### config.mk
export PLATFORM = sky130hd
export DESIGN_NAME = idex_stage_flat
export DESIGN_NICKNAME = d
export VERILOG_FILES = /design/src/rtl/idex_stage_if.sv /design/src/rtl/idex_stage.sv /design/src/flat_wrapper.sv
export SDC_FILE = /design/constraint.sdc
export NUM_CORES = 1
export LEC_CHECK = 0
export ABC_AREA = 1
export CORE_UTILIZATION = 36
export DETAILED_ROUTE_END_ITERATION = 16
export PLACE_DENSITY = 0.81
export SLEW_MARGIN = 20
export SYNTH_ARGS = -nofsm -noshare
export SYNTH_HDL_FRONTEND = slang
export SYNTH_SLANG_ARGS = --single-unit
### constraint.sdc
create_clock -name clk -period 2.4 [get_ports clk]
set_input_delay 0.24 -clock clk [delete_from_list [all_inputs] [get_ports clk]]
set_output_delay 0.24 -clock clk [all_outputs]
set_load 0.005 [all_outputs]
### src/rtl/idex_stage_if.sv
// idex_stage_if: decode/bypass/ALU-side bundle for idex_stage (build option IDEX_FWD_EN lives in idex_stage).
// master = decode/ALU environment driving the stage, slave = the stage itself.
interface idex_stage_if #(
  parameter int XLEN = 32,
  parameter int RA_W = 5
);
  logic            in_valid;
  logic            in_ready;
  logic [3:0]      in_alu_ctrl;
  logic [RA_W-1:0] in_rs1;
  logic [RA_W-1:0] in_rs2;
  logic [XLEN-1:0] in_rs1_val;
  logic [XLEN-1:0] in_rs2_val;
  logic [XLEN-1:0] in_imm;
  logic            in_use_imm;
  logic [RA_W-1:0] in_rd;
  logic            in_wb_en;

  logic [RA_W-1:0] ex_rd;
  logic            ex_wb_en;
  logic            ex_is_load;
  logic [XLEN-1:0] ex_result;
  logic [RA_W-1:0] wb_rd;
  logic            wb_en;
  logic [XLEN-1:0] wb_data;
  logic            flush;

  logic            out_valid;
  logic            out_ready;
  logic [3:0]      alu_ctrl;
  logic [XLEN-1:0] alu_a;
  logic [XLEN-1:0] alu_b;
  logic [RA_W-1:0] out_rd;
  logic            out_wb_en;
  logic            out_illegal;

  modport master (
    output in_valid, in_alu_ctrl, in_rs1, in_rs2, in_rs1_val, in_rs2_val,
           in_imm, in_use_imm, in_rd, in_wb_en,
           ex_rd, ex_wb_en, ex_is_load, ex_result, wb_rd, wb_en, wb_data,
           flush, out_ready,
    input  in_ready, out_valid, alu_ctrl, alu_a, alu_b, out_rd, out_wb_en, out_illegal
  );

  modport slave (
    input  in_valid, in_alu_ctrl, in_rs1, in_rs2, in_rs1_val, in_rs2_val,
           in_imm, in_use_imm, in_rd, in_wb_en,
           ex_rd, ex_wb_en, ex_is_load, ex_result, wb_rd, wb_en, wb_data,
           flush, out_ready,
    output in_ready, out_valid, alu_ctrl, alu_a, alu_b, out_rd, out_wb_en, out_illegal
  );
endinterface

### src/rtl/idex_stage.sv
// idex_stage: ID/EX pipeline register with operand select and load-use/RAW bubble insertion.
// Define IDEX_FWD_EN for ex/wb forwarding; without it every used-source match with ex or wb stalls.
module idex_stage #(
  parameter int XLEN = 32,
  parameter int RA_W = 5
) (
  input logic        clk,
  input logic        rst,
  idex_stage_if.slave bus
);
  typedef enum logic {EMPTY = 1'b0, FULL = 1'b1} state_e;

  state_e          state_q;
  logic [3:0]      aluCtrl_q;
  logic [XLEN-1:0] aluA_q;
  logic [XLEN-1:0] aluB_q;
  logic [RA_W-1:0] rd_q;
  logic            wbEn_q;
  logic            illegal_q;

  logic            rs1Used, rs2Used;
  logic            rs1ExHit, rs2ExHit, rs1WbHit, rs2WbHit;
  logic            hazard, stageFree, capture, illegalOp;
  logic [XLEN-1:0] opA_d, opB_d;

  // x0 never matches; rs2 is ignored when B comes from the immediate
  assign rs1Used  = (bus.in_rs1 != '0);
  assign rs2Used  = !bus.in_use_imm && (bus.in_rs2 != '0);
  assign rs1ExHit = rs1Used && bus.ex_wb_en && (bus.in_rs1 == bus.ex_rd);
  assign rs2ExHit = rs2Used && bus.ex_wb_en && (bus.in_rs2 == bus.ex_rd);
  assign rs1WbHit = rs1Used && bus.wb_en && (bus.in_rs1 == bus.wb_rd);
  assign rs2WbHit = rs2Used && bus.wb_en && (bus.in_rs2 == bus.wb_rd);

`ifdef IDEX_FWD_EN
  assign hazard = bus.in_valid && bus.ex_is_load && (rs1ExHit || rs2ExHit);

  // ex has priority over wb; a loading ex match is a hazard so its value is never used
  always_comb begin
    opA_d = bus.in_rs1_val;
    if (rs1ExHit && !bus.ex_is_load) opA_d = bus.ex_result;
    else if (rs1WbHit)               opA_d = bus.wb_data;
    opB_d = bus.in_rs2_val;
    if (bus.in_use_imm)                   opB_d = bus.in_imm;
    else if (rs2ExHit && !bus.ex_is_load) opB_d = bus.ex_result;
    else if (rs2WbHit)                    opB_d = bus.wb_data;
  end
`else
  logic unusedFwd;

  assign hazard    = bus.in_valid && (rs1ExHit || rs2ExHit || rs1WbHit || rs2WbHit);
  assign opA_d     = bus.in_rs1_val;
  assign opB_d     = bus.in_use_imm ? bus.in_imm : bus.in_rs2_val;
  assign unusedFwd = ^{bus.ex_result, bus.wb_data, bus.ex_is_load};
`endif

  assign stageFree    = (state_q == EMPTY) || bus.out_ready;
  assign bus.in_ready = stageFree && !hazard && !bus.flush;
  assign capture      = bus.in_valid && bus.in_ready;
  assign illegalOp    = (bus.in_alu_ctrl > 4'hB);

  // Flush beats capture and hold; a free stage with nothing captured drains to a bubble
  always_ff @(posedge clk or posedge rst) begin
    if (rst) begin
      state_q   <= EMPTY;
      aluCtrl_q <= '0;
      aluA_q    <= '0;
      aluB_q    <= '0;
      rd_q      <= '0;
      wbEn_q    <= 1'b0;
      illegal_q <= 1'b0;
    end else if (bus.flush) begin
      state_q <= EMPTY;
      wbEn_q  <= 1'b0;
    end else if (capture) begin
      state_q   <= FULL;
      aluCtrl_q <= bus.in_alu_ctrl;
      aluA_q    <= opA_d;
      aluB_q    <= opB_d;
      rd_q      <= bus.in_rd;
      wbEn_q    <= bus.in_wb_en && !illegalOp;
      illegal_q <= illegalOp;
    end else if (stageFree) begin
      state_q <= EMPTY;
      wbEn_q  <= 1'b0;
    end
  end

  assign bus.out_valid   = (state_q == FULL);
  assign bus.alu_ctrl    = aluCtrl_q;
  assign bus.alu_a       = aluA_q;
  assign bus.alu_b       = aluB_q;
  assign bus.out_rd      = rd_q;
  assign bus.out_wb_en   = wbEn_q;
  assign bus.out_illegal = illegal_q;
endmodule

### src/flat_wrapper.sv
// flat-port wrapper written by rule: the top's interface ports become plain ports
module idex_stage_flat 
#(
  parameter int XLEN = 32,
  parameter int RA_W = 5
)
  (clk, rst, bus_in_valid, bus_in_alu_ctrl, bus_in_rs1, bus_in_rs2, bus_in_rs1_val, bus_in_rs2_val, bus_in_imm, bus_in_use_imm, bus_in_rd, bus_in_wb_en, bus_ex_rd, bus_ex_wb_en, bus_ex_is_load, bus_ex_result, bus_wb_rd, bus_wb_en, bus_wb_data, bus_flush, bus_out_ready, bus_in_ready, bus_out_valid, bus_alu_ctrl, bus_alu_a, bus_alu_b, bus_out_rd, bus_out_wb_en, bus_out_illegal);
  idex_stage_if #(.XLEN(XLEN), .RA_W(RA_W)) bus_i ();
  input logic clk;
  input logic rst;
  input wire logic [$bits(bus_i.in_valid)-1:0] bus_in_valid;
  input wire logic [$bits(bus_i.in_alu_ctrl)-1:0] bus_in_alu_ctrl;
  input wire logic [$bits(bus_i.in_rs1)-1:0] bus_in_rs1;
  input wire logic [$bits(bus_i.in_rs2)-1:0] bus_in_rs2;
  input wire logic [$bits(bus_i.in_rs1_val)-1:0] bus_in_rs1_val;
  input wire logic [$bits(bus_i.in_rs2_val)-1:0] bus_in_rs2_val;
  input wire logic [$bits(bus_i.in_imm)-1:0] bus_in_imm;
  input wire logic [$bits(bus_i.in_use_imm)-1:0] bus_in_use_imm;
  input wire logic [$bits(bus_i.in_rd)-1:0] bus_in_rd;
  input wire logic [$bits(bus_i.in_wb_en)-1:0] bus_in_wb_en;
  input wire logic [$bits(bus_i.ex_rd)-1:0] bus_ex_rd;
  input wire logic [$bits(bus_i.ex_wb_en)-1:0] bus_ex_wb_en;
  input wire logic [$bits(bus_i.ex_is_load)-1:0] bus_ex_is_load;
  input wire logic [$bits(bus_i.ex_result)-1:0] bus_ex_result;
  input wire logic [$bits(bus_i.wb_rd)-1:0] bus_wb_rd;
  input wire logic [$bits(bus_i.wb_en)-1:0] bus_wb_en;
  input wire logic [$bits(bus_i.wb_data)-1:0] bus_wb_data;
  input wire logic [$bits(bus_i.flush)-1:0] bus_flush;
  input wire logic [$bits(bus_i.out_ready)-1:0] bus_out_ready;
  output wire logic [$bits(bus_i.in_ready)-1:0] bus_in_ready;
  output wire logic [$bits(bus_i.out_valid)-1:0] bus_out_valid;
  output wire logic [$bits(bus_i.alu_ctrl)-1:0] bus_alu_ctrl;
  output wire logic [$bits(bus_i.alu_a)-1:0] bus_alu_a;
  output wire logic [$bits(bus_i.alu_b)-1:0] bus_alu_b;
  output wire logic [$bits(bus_i.out_rd)-1:0] bus_out_rd;
  output wire logic [$bits(bus_i.out_wb_en)-1:0] bus_out_wb_en;
  output wire logic [$bits(bus_i.out_illegal)-1:0] bus_out_illegal;
  assign bus_i.in_valid = bus_in_valid;
  assign bus_i.in_alu_ctrl = bus_in_alu_ctrl;
  assign bus_i.in_rs1 = bus_in_rs1;
  assign bus_i.in_rs2 = bus_in_rs2;
  assign bus_i.in_rs1_val = bus_in_rs1_val;
  assign bus_i.in_rs2_val = bus_in_rs2_val;
  assign bus_i.in_imm = bus_in_imm;
  assign bus_i.in_use_imm = bus_in_use_imm;
  assign bus_i.in_rd = bus_in_rd;
  assign bus_i.in_wb_en = bus_in_wb_en;
  assign bus_i.ex_rd = bus_ex_rd;
  assign bus_i.ex_wb_en = bus_ex_wb_en;
  assign bus_i.ex_is_load = bus_ex_is_load;
  assign bus_i.ex_result = bus_ex_result;
  assign bus_i.wb_rd = bus_wb_rd;
  assign bus_i.wb_en = bus_wb_en;
  assign bus_i.wb_data = bus_wb_data;
  assign bus_i.flush = bus_flush;
  assign bus_i.out_ready = bus_out_ready;
  assign bus_in_ready = bus_i.in_ready;
  assign bus_out_valid = bus_i.out_valid;
  assign bus_alu_ctrl = bus_i.alu_ctrl;
  assign bus_alu_a = bus_i.alu_a;
  assign bus_alu_b = bus_i.alu_b;
  assign bus_out_rd = bus_i.out_rd;
  assign bus_out_wb_en = bus_i.out_wb_en;
  assign bus_out_illegal = bus_i.out_illegal;
  idex_stage #(.XLEN(XLEN), .RA_W(RA_W)) u_core (.clk(clk), .rst(rst), .bus(bus_i));
endmodule
Yosys cells after proc, flatten, opt, wreduce, memory -nomap -nowiden
Index checks and enable logic that the tools add are counted.
W data, S select, Z words.
{"block": "totals", "out_inout_bits": 77, "regBits": 76, "wordCells": 46}
{"block": "classes", "n_bitwise": 2, "n_mux": 6, "n_lt_le_gt_ge": 1, "n_eq_ne": 4, "reduce_logical": 26}
{"operator": "$mux W32", "n": 1}
{"operator": "$eq A5 B5 Y1", "n": 4}
{"operator": "$logic_and A1 B1 Y1", "n": 14}
{"operator": "$reduce_bool A5 Y1", "n": 2}
{"operator": "$mux W1", "n": 5}
{"operator": "$gt A4 B4 Y1 const B", "n": 1}
{"operator": "$logic_not A1 Y1", "n": 4}
{"operator": "$logic_or A1 B1 Y1", "n": 4}
{"operator": "$reduce_bool A3 Y1", "n": 1}
{"operator": "$not A1 Y1", "n": 2}
{"operator": "$reduce_and A2 Y1", "n": 1}

Depth between registers and ports, before layout
{"block": "logic_depth", "ltp_word": 14, "depth_mapped": 14, "depth_no_buf": 12}

Least setup slack after synthesis
No wires, ideal clock.
{"block": "synth_timing", "path_type": "reg-to-output", "from": "register u_core.state_q, in the netlist u_core.bus.out_valid", "to": "output port bus_in_ready", "stages_incl_launch_ff": 5, "slack_ns": 0.908, "arrival_time_ns": 1.252, "path_cell_list": "dfrtp_1 a21oi_2 clkbuf_1 buf_2 o21a_1"}
{"block": "synth_via", "elab_chain_len": 4}
{"item": "from (decl)", "line_no": "idex_stage.sv:13", "rtl": "state_e state_q;"}
{"item": "from (signal assigned)", "line_no": "idex_stage.sv:64", "rtl": "state_q <= EMPTY;"}
{"item": "from (signal assigned)", "line_no": "idex_stage.sv:72", "rtl": "state_q <= EMPTY;"}
{"item": "from (signal assigned)", "line_no": "idex_stage.sv:75", "rtl": "state_q <= FULL;"}
{"item": "$not A1 Y1", "line_no": "idex_stage.sv:56", "rtl": "assign stageFree = (state_q == EMPTY) || bus.out_ready;"}
{"item": "$logic_or A1 B1 Y1", "line_no": "idex_stage.sv:56"}
{"item": "$logic_and A1 B1 Y1 (2 in a row)", "line_no": "idex_stage.sv:57", "rtl": "assign bus.in_ready = stageFree && !hazard && !bus.flush;"}
{"item": "to (decl)", "line_no": "flat_wrapper.sv:30", "rtl": "output wire logic [$bits(bus_i.in_ready)-1:0] bus_in_ready;"}
Every way passes these cells.

Worst setup path after layout
{"block": "layout_timing", "from": "input port bus_in_rs1[2]", "to": "output port bus_in_ready"}
{"block": "layout_via", "elab_chain_len": 10, "word_cells_on_any_way": 14, "classes_between": "eq/ne (2); reduce/logical (12)"}
{"item": "from (decl)", "line_no": "flat_wrapper.sv:13", "rtl": "input wire logic [$bits(bus_i.in_rs1)-1:0] bus_in_rs1;"}
{"item": "$reduce_bool A5 Y1", "line_no": "idex_stage.sv:27", "rtl": "assign rs1Used = (bus.in_rs1 != '0);"}
{"item": "$logic_and A1 B1 Y1 (2 in a row)", "line_no": "idex_stage.sv:29", "rtl": "assign rs1ExHit = rs1Used && bus.ex_wb_en && (bus.in_rs1 == bus.ex_rd);"}
{"item": "$logic_or A1 B1 Y1", "line_no": "idex_stage.sv:50", "rtl": "assign hazard = bus.in_valid && (rs1ExHit || rs2ExHit || rs1WbHit || rs2WbHit);"}
{"item": "$logic_or A1 B1 Y1 * (2 in a row)", "line_no": "idex_stage.sv:50"}
{"item": "$logic_and A1 B1 Y1 *", "line_no": "idex_stage.sv:50"}
{"item": "$logic_not A1 Y1 *", "line_no": "idex_stage.sv:57"}
{"item": "$logic_and A1 B1 Y1 * (2 in a row)", "line_no": "idex_stage.sv:57"}
Mark *: on every way between the ends. The rest lies on a longest branch, timed or not.

==> reports/results.txt <==
Status -> completed
Area of the die -> 11,500 um2
Post-DP HPWL -> 8840 um
Sw frac -> 0.277
Max VDD drop -> 366 uV
Vias in the first global route -> 4,162
Critical Path Source -> bus_in_rs1[2]
Synth Area in Simple Gates -> 0.399
Total Nets Final -> 911
Detailed Routing Iterations Pass 1 -> 5
Filler cells -> 975
Synth async-reset ratio -> 1.00
Post-synth cell types -> 20
Placed Area -> 6130 um2
Initial antenna violation count -> 0
Unrepaired setup endpoints after global routing -> no
Total power -> 0.00397 W
Hold buffers post-CTS -> 0
Synth top area share -> 0.478
Synth area leaders -> dfrtp_1 48%, nand2_1 25%, nand4_1 12%, buf_6 2.8%, clkbuf_1 2.0%
Worst EP required -> 2.16 ns
#FFs+latches synth -> 76
Path depth of the worst reg2reg path -> 4
Gate power share -> 0.312
Cell at the slowest stage of the critical path -> clkdlybuf4s50_1
PD cells -> 624 nW/um2
CP Capture Type -> primary output
Cell area after layout -> 6360 um2
Critical Path Start Type -> input pin
Clock buffer depth -> 2
Sequential-to-total area share from yosys stat -> 0.478
Resize count post-CTS -> 0
Antenna Diode Count -> 0
Site Rows -> 38
Crit path time final -> 2.29 ns
Area share of fa/ha/maj cells after synthesis -> 0
Port Buffers -> 210
Post-Synth XOR/XNOR Area -> 0.0330
Crit-path max cell delay -> 0.55 ns
CTS tree -> done
R2R setup slack -> 0.64 ns
Postcts setup bufs -> 0
Clock power frac -> 0.275
Worst slew pin tran -> 0.806 ns
First-pass GRT wire length -> 19,500 um
Top_reg_cell synth -> dfrtp_1
CTS Buf Count -> 9
Post-DRT Antenna Nets -> 0
Most frequent cells after synthesis -> 269 x nand2_1, 76 x dfrtp_1, 76 x nand4_1
Net Switching -> 0.00110 W
Top cell type by total area after synthesis -> dfrtp_1
Most used cell, CP -> clkdlybuf4s50_1
Worst-Skew Late Latency -> 0.34 ns
I/O pins -> 276
Area added between synthesis and finish -> 59.8%
Share of cells above drive strength 1 -> 0.0488
Clk sinks -> 76
Detailed-route DRC error count -> 0
GP Congestion -> 0.910
Skew final -> 0.0191 ns
Endpoints failing hold -> 0
Die X -> 107 um
Clock transition at path regs -> 0.09 ns
Largest net degree at the start of global routing -> 76
Max cap viols -> 0
Synthesized area per cell -> 7.61 um2
CTS root buffer -> clkbuf_8
CTS HTree Levels -> 3
Compound-Gate Fraction of Synth Area -> 0.0107
Flop pwr share -> 0.413
Mapped Cells -> 523
Crit Path Max Fanout -> 3
CP Cell Sequence -> clkdlybuf4s50_1 > nor2_1 > nand3b_1 > nand2_1 > inv_2 > nand3_1 > nand2_2 > a21oi_4 > o21a_1 > clkdlybuf4s50_1
Post-Syn Area -> 3980 um2
Initial Util -> 0.369
Routed WL per cell -> 14.6 um
1st-iter DRT viols -> 299
EDFF count, synth -> 0
Internal cell power -> 0.00287 W
Total number of vias -> 4,261
Tcrit/Tclk final -> 0.956
Crit path DAT -> 2.05 ns
Final wirelength -> 12,500 um
Placeable core area -> 10,800 um2
Count leader, synth -> nand2_1
Mapped Nets -> 722
RR Endpoint -> u_core.bus.alu_a[16]$_DFFE_PP0P_
FMAX -> 436 MHz
Post-synthesis mux area share -> 0
Gr ovfl total -> 0
Min-delay worst type -> in2async
Static leakage -> 3.11 nW
Slew Limit Fails -> 0
Via density -> 4.97
Kind of critical path -> in2out
Synth Warn # -> 0
Total track usage -> 0.216
Combinational family with the most area after synthesis -> simple AND/OR/NAND/NOR gates
Die H -> 107 um
Reg2reg start -> u_core.bus.out_valid$_DFFE_PP0P_
Endpoints failing setup -> 0
Max_slew headroom -> 0.462
==> metrics by stage <==
| step | hold slack [ns] | instances | worst slack (ns) | utilization | setup TNS (ns) |
|---|---|---|---|---|---|
| 6_report | 0.263 | 857 | 0.107 | 0.589 | 0 |
| 5_1_grt | 0.305 | 857 | 0.0125 | 0.589 | 0 |
| 4_1_cts | 0.268 | 857 | 0.0624 | 0.589 | 0 |
| 3_5_place_dp | 0.465 | 841 | -0.0254 | 0.568 | -0.0676 |
| 3_3_place_gp | 0.462 | 841 | 0.0813 | 0.568 | 0 |
| 2_1_floorplan | 0.331 | 523 | 0.222 | - | 0 |
==> cell type report <==
type / count / area, um2 / share of cell area
clock buffers: 11 / 141 / 0.0222
repair buffers: 218 / 2200 / 0.346
flip-flops and latches: 76 / 1900 / 0.299
clock inverters: 5 / 83.8 / 0.0132
multi-input cells: 387 / 1780 / 0.280
inverters: 20 / 76.3 / 0.0120
well taps: 140 / 175 / 0.0276
==> power groups by stage <==
stage	registers [W]	logic (W)	clock network, W
2_1_floorplan	0.00167	0.000419	0
3_3_place_gp	0.00165	0.00122	0
3_5_place_dp	0.00166	0.00125	0
4_1_cts	0.00164	0.00125	0.00113
5_1_grt	0.00166	0.00136	0.00118
6_report	0.00164	0.00124	0.00109
==> worst max-delay path, delay by kind of cell <==
family,cells,cell delay [ns]
buffers and inverters,3,1.06
AND/OR/NAND/NOR,5,0.51
AO/OA/AOI/OAI,2,0.24
==> flip-flops by register name, indices dropped and copies added, names as in the netlist <==
| signal | count |
|---|---|
| u_core.bus.out_valid | 1 |
| u_core.bus.alu_ctrl | 4 |
| u_core.bus.out_illegal | 1 |
| u_core.bus.out_wb_en | 1 |
| u_core.bus.alu_a | 32 |
| u_core.bus.out_rd | 5 |
| u_core.bus.alu_b | 32 |
==> cell usage in the layout, fill, tap and decap left out, types with 3 or more instances in the layout <==
cell	count
nand2_1	269
clkdlybuf4s50_1	207
nand4_1	76
dfrtp_1	76
nor2_1	15
inv_1	14
clkbuf_8	10
xor2_1	8
xnor2_1	7
inv_2	5
buf_4	5
nand3_1	3
buf_12	3
==> cell families after synthesis <==
| group | count (synthesis) |
|---|---|
| flip-flops | 76 |
| AO/OA/AOI/OAI | 5 |
| XOR/XNOR | 15 |
| buffers and inverters | 60 |
| AND/OR/NAND/NOR | 367 |
==> per-layer routing <==
| metal | up-vias | track usage | share of wire |
|---|---|---|---|
| li1 | 2063 | - | - |
| met4 | 0 | 0.0978 | 0.035 |
| met1 | 1988 | 0.256 | 0.41 |
| met5 | - | 0 | 0 |
| met2 | 177 | 0.371 | 0.48 |
| met3 | 33 | 0.0492 | 0.072 |
==> how the worst max path moves through the flow <==
stage / end
2_1_floorplan: u_core.bus.alu_a[0]$_DFFE_PP0P_
3_3_place_gp: u_core.bus.alu_a[12]$_DFFE_PP0P_
3_5_place_dp: u_core.bus.alu_a[3]$_DFFE_PP0P_
4_1_cts: bus_in_ready
6_report: bus_in_ready
5_1_grt: bus_in_ready
Note: power is estimated with default switching activity, not from simulation.
